[src/rtl/gray_to_rgb.sv]
// Gray-to-RGB two-stage pipeline: S1 rescales y from n to m bits, S2 applies per-channel gain.
// Optional macro GRAY_TO_RGB_TINT_EN enables the programmable gains; otherwise r = g = b = scaled y.
module gray_to_rgb #(
  parameter int n = 8,
  parameter int m = 8
) (
  input  logic         clk,
  input  logic         rst_n,
  input  logic [n-1:0] y,
  input  logic         in_valid,
  output logic         in_ready,
  output logic [m-1:0] r,
  output logic [m-1:0] g,
  output logic [m-1:0] b,
  output logic         out_valid,
  input  logic         out_ready,
  input  logic         cfg_we,
  input  logic [1:0]   cfg_sel,
  input  logic [7:0]   cfg_data
);

  // Output bit m-1-i takes input bit n-1-(i mod n): MSB-first replication when
  // widening, identity at equal width, MSB truncation when narrowing.
  function automatic logic [m-1:0] scale(input logic [n-1:0] v);
    logic [m-1:0] s;
    s = '0;
    for (int unsigned i = 0; i < m; i++) begin
      s[m-1-i] = v[n-1-(i%n)];
    end
    return s;
  endfunction

  logic         s1_valid;
  logic         s2_valid;
  logic [m-1:0] s1_data;
  logic         s1_adv;
  logic         s2_adv;
  logic [m-1:0] r_next;
  logic [m-1:0] g_next;
  logic [m-1:0] b_next;

  assign s2_adv    = !s2_valid || out_ready;
  assign s1_adv    = !s1_valid || s2_adv;
  assign in_ready  = s1_adv;
  assign out_valid = s2_valid;

`ifdef GRAY_TO_RGB_TINT_EN
  logic [7:0] gain_r;
  logic [7:0] gain_g;
  logic [7:0] gain_b;

  function automatic logic [m-1:0] apply_gain(input logic [m-1:0] ys, input logic [7:0] gain);
    logic [m+8:0] prod;
    prod = (m+9)'(ys) * (m+9)'({1'b0, gain} + 9'd1);
    return m'(prod >> 8);
  endfunction

  always_ff @(posedge clk) begin
    if (!rst_n) begin
      gain_r <= '1;
      gain_g <= '1;
      gain_b <= '1;
    end else if (cfg_we) begin
      case (cfg_sel)
        2'd0:    gain_r <= cfg_data;
        2'd1:    gain_g <= cfg_data;
        2'd2:    gain_b <= cfg_data;
        default: ;
      endcase
    end
  end

  assign r_next = apply_gain(s1_data, gain_r);
  assign g_next = apply_gain(s1_data, gain_g);
  assign b_next = apply_gain(s1_data, gain_b);
`else
  logic cfg_unused;
  assign cfg_unused = ^{cfg_we, cfg_sel, cfg_data};

  assign r_next = s1_data;
  assign g_next = s1_data;
  assign b_next = s1_data;
`endif

  always_ff @(posedge clk) begin
    if (!rst_n) begin
      s1_valid <= 1'b0;
      s2_valid <= 1'b0;
      s1_data  <= '0;
      r        <= '0;
      g        <= '0;
      b        <= '0;
    end else begin
      if (s1_adv) begin
        s1_valid <= in_valid;
        if (in_valid) s1_data <= scale(y);
      end
      if (s2_adv) begin
        s2_valid <= s1_valid;
        if (s1_valid) begin
          r <= r_next;
          g <= g_next;
          b <= b_next;
        end
      end
    end
  end

endmodule
[config.mk]
export PLATFORM = sky130hd
export DESIGN_NAME = gray_to_rgb
export DESIGN_NICKNAME = d
export VERILOG_FILES = /design/src/rtl/gray_to_rgb.sv
export SDC_FILE = /design/constraint.sdc
export NUM_CORES = 1
export LEC_CHECK = 0
export CAP_MARGIN = 20
export CORE_UTILIZATION = 33
export DETAILED_ROUTE_END_ITERATION = 10
export HOLD_SLACK_MARGIN = 0.02
export PLACE_DENSITY = 0.82
export SYNTH_ARGS = -nofsm -noshare
export SYNTH_HDL_FRONTEND = slang
export SYNTH_SLANG_ARGS = --single-unit
[constraint.sdc]
create_clock -name clk -period 1 [get_ports clk]
set_clock_uncertainty 0.1 [all_clocks]
set_input_delay 0.2 -clock clk [delete_from_list [all_inputs] [get_ports clk]]
set_output_delay 0.2 -clock clk [all_outputs]
set_load 0.03 [all_outputs]
; Yosys cells after proc, flatten, opt, wreduce, memory -nomap -nowiden
; Index checks and enable logic that the tools add are counted.
[totals]
regBits = 18
inputBits = 23
output_inout_bits = 26
word_cells = 10
[classes]
reduce_logical = 6
[ops]
columns = op, n
row1 = $reduce_and A2 Y1, 2
row2 = $logic_not A1 Y1, 2
row3 = $logic_or A1 B1 Y1, 2

; Depth between registers and ports, before layout
[depth]
word_depth = 4
depth_mapped = 4
mapped_depth_nobuf = 3

; Least setup slack after synthesis
; OpenSTA, ideal clock, no wires.
[synth_timing]
path_kind = register -> output
start = reg s2_valid, in the netlist out_valid
end = out in_ready
required_time_ns = 0.700
arrival_ns = 1.047
stages_incl_launch_ff = 4
setup_slack_ns = -0.347
n_path_buf = 1
path_cell_list = dfxtp_1 nor2b_4 buf_4 nand2_1
[synth_via]
elab_chain_len = 3
[synth_rtl]
columns = item, line_no
row1 = from (decl), 34  ; logic s2_valid;
row2 = from (signal assigned), 99  ; s2_valid <= s1_valid;
row3 = $logic_not A1 Y1, 42  ; assign s2_adv = !s2_valid || out_ready;
row4 = $logic_or A1 B1 Y1, 42
row5 = $logic_or A1 B1 Y1, 43  ; assign s1_adv = !s1_valid || s2_adv;
row6 = to (decl), 11  ; output logic in_ready,
; No other way between the ends.

; Worst setup path after layout
; Ends and elaborated chain as after synthesis.

==> impl_metrics.csv <==
group,metric,value,unit
status,status,"finished, violations left",
status,violations,"negative setup slack",
yosys,synth_seq_cells,18,
final_layout,fin_cells,164,
final_layout,fill_cells,162,
power_and_ir_drop,p_leak,0.615,nW
global_route,grt_overflow,0,
placement,portBuffers,37,
timing,hold_violations,0,
yosys,syn_inst,97,
timing,relSlewSlack,85.5,%
critical_path,cp.arrival,1090,ps
cts,clk_path_buf_depth,2,
global_route,grt_pass1_vias,755,
yosys,synth_common_cells,"buf_4, dfxtp_1, nand2_1",
floorplan,dieHeight,52.5,um
timing,setup_viol,44,
placement,placed_area,0.00116,mm2
timing,fmax,717,MHz
power_and_ir_drop,total_power,1.49,mW
detailed_routing,vias,815,
detailed_routing,drtIter0Drc,13,
critical_path,r2r_start,"out_valid$_SDFFE_PN0P_",
yosys,synth_ff_type,"dfxtp_1",
timing,fin_crit,1390,ps
yosys,synth_cell_types,15,
global_route,track_usage,17.7,%
detailed_routing,drt-wirelength-per-cell,13.5,um
placement,dp_cells,152,
final_layout,area_growth_syn_to_layout,68.9,%
final_layout,post-route-util,61.8,%
placement,pre_cts_ws,-488,ps
floorplan,core_area,0.00230,mm2
critical_path,critPathLaunch,"out_valid$_SDFFE_PN0P_",
cts,clkTransAtPathRegs,100,ps
worst_hold_path,hold_class,"input port to register",
global_route,antenna_found_initial,0,
critical_path,required,700,ps
floorplan,ios,49,
timing,fin_ws,-394,ps
yosys,synthMostInstantiatedCell,"buf_4",
critical_path,startpoint_type,"register",
yosys,yosysSeqAreaShare,42.9,%
cts,cts.sinks,18,
final_layout,antenna_cells,0,
timing,min_period_over_period,139,%
critical_path,end_kind,"primary output",
yosys,synth-edff-count,0,
timing,hold_ws,340,ps
cts,root_buffer,"clkbuf_4",
power_and_ir_drop,power_density,1050,mW/mm2
detailed_routing,viasPerCell,4.97,
cts,cts_buffers,3,
timing,worstMarginPinSlew,217,ps
flow_run,drv_cap,0,
global_route,grt_pass1_wl,3350,um
yosys,syn-cell-area,841,um2
cts,clock_latency,300,ps
critical_path,crit_type,"register to primary output",
cts,cts_tree,"built",
yosys,yosysTopAreaCell,"dfxtp_1",
yosys,async_flop_share,0,%
floorplan,initial_utilization,36.6,%
timing,final-max-slew-violation-count,0,
cts,holdBufCountCts,0,
detailed_routing,dr.pass1.iters,4,
floorplan,rows,17,
yosys,synth_top_cell_area_share,42.9,%
detailed_routing,detail-route-antenna-nets,0,
yosys,synth_nets,120,
placement,hpwl,1340,um
yosys,syn_area_per_cell,8.67,um2
worst_hold_path,min_from,"y[6]",
final_layout,drive_above_1_share,52.9,%
detailed_routing,routed_wl,2210,um
global_route,grt_max_degree,16,
floorplan,dieArea,0.00275,mm2
floorplan,fp.dieW,52.5,um
yosys,synth_warnings,0,
critical_path,cp_max_fo,2,
final_layout,finalInstanceArea,0.00142,mm2
power_and_ir_drop,ir_worst_vdd,0.000690,V
final_layout,layout.nets,160,
cts,htree_levels,1,
timing,rsz0062_at_grt,"yes",
detailed_routing,drc_errors,0,
placement,gp_congestion,0.732,
timing,fin_tns_setup,-7570,ps
yosys,synthTopCellsByArea,"dfxtp_1, buf_4, mux2i_1, nand2_1, a21oi_1",
sequential cells by signal, summed over array words and instances (netlist names):
name       count
b_next         8
b              8
out_valid      1
s1_valid       1
layer usage:
layer,up-vias,share of wire [%],global-route usage (%)
li1,387,-,-
met1,374,38,17.4
met2,47,52,31.2
met3,7,5.7,2.61
met4,0,3.7,16.2
met5,-,0,0
report_power, final:
| part | switching, mW | internal (mW) | leakage, nW |
|---|---|---|---|
| Clock | 0.228 | 0.156 | 0.0150 |
| Combinational | 0.163 | 0.184 | 0.445 |
| Sequential | 0.0301 | 0.733 | 0.155 |
cells by family after synthesis:
group / after synthesis / synth area share (%)
buffers and inverters: 24 / 20.4
multiplexers: 8 / 9.52
AO/OA/AOI/OAI: 19 / 12.1
AND/OR/NAND/NOR: 28 / 15.2
flip-flops: 18 / 42.9
final timing paths:
kind,end,slack [ps],cells past startpoint
max,in_ready,-390,4
max reg2reg,b_next[1]$_SDFFE_PN0P_,-290,5
min reg2reg,b_next[0]$_SDFFE_PN0P_,370,2
min,b_next[6]$_SDFFE_PN0P_,340,3
layout by cell type (no fill, tap or decap), types with 3 or more instances in the layout:
cell,count
buf_6,30
nand2_1,16
buf_4,14
dfxtp_4,10
clkdlybuf4s50_1,10
mux2i_1,8
dfxtp_1,8
nand3_1,6
o21ai_1,6
a21oi_1,6
a21oi_2,4
clkbuf_4,3
what timing repair did:
| action | CTS | global route |
|---|---|---|
| setup endpoints to repair | 44 | 44 |
| hold endpoints to repair | 0 | 0 |
| resized for setup | 53 | 7 |
| cloned | 0 | 0 |
| buffers inserted | 6 | 3 |
| pin swaps | 1 | 1 |
final cells by class:
cell class              instances  area (um2)  area share [%]
well taps                      28        35.0            2.47
flip-flops and latches         18         398            28.0
inverters                       2        12.5           0.881
repair buffers                 57         592            41.7
multi-input cells              55         357            25.1
clock buffers                   4        26.3            1.85
critical path, stage by stage (launching register included):
cell     delay, ps
dfxtp_4        360
nor2b_4        160
buf_6          120
nand2_4         40
buf_6          130
(Power assumes the default switching activity.)
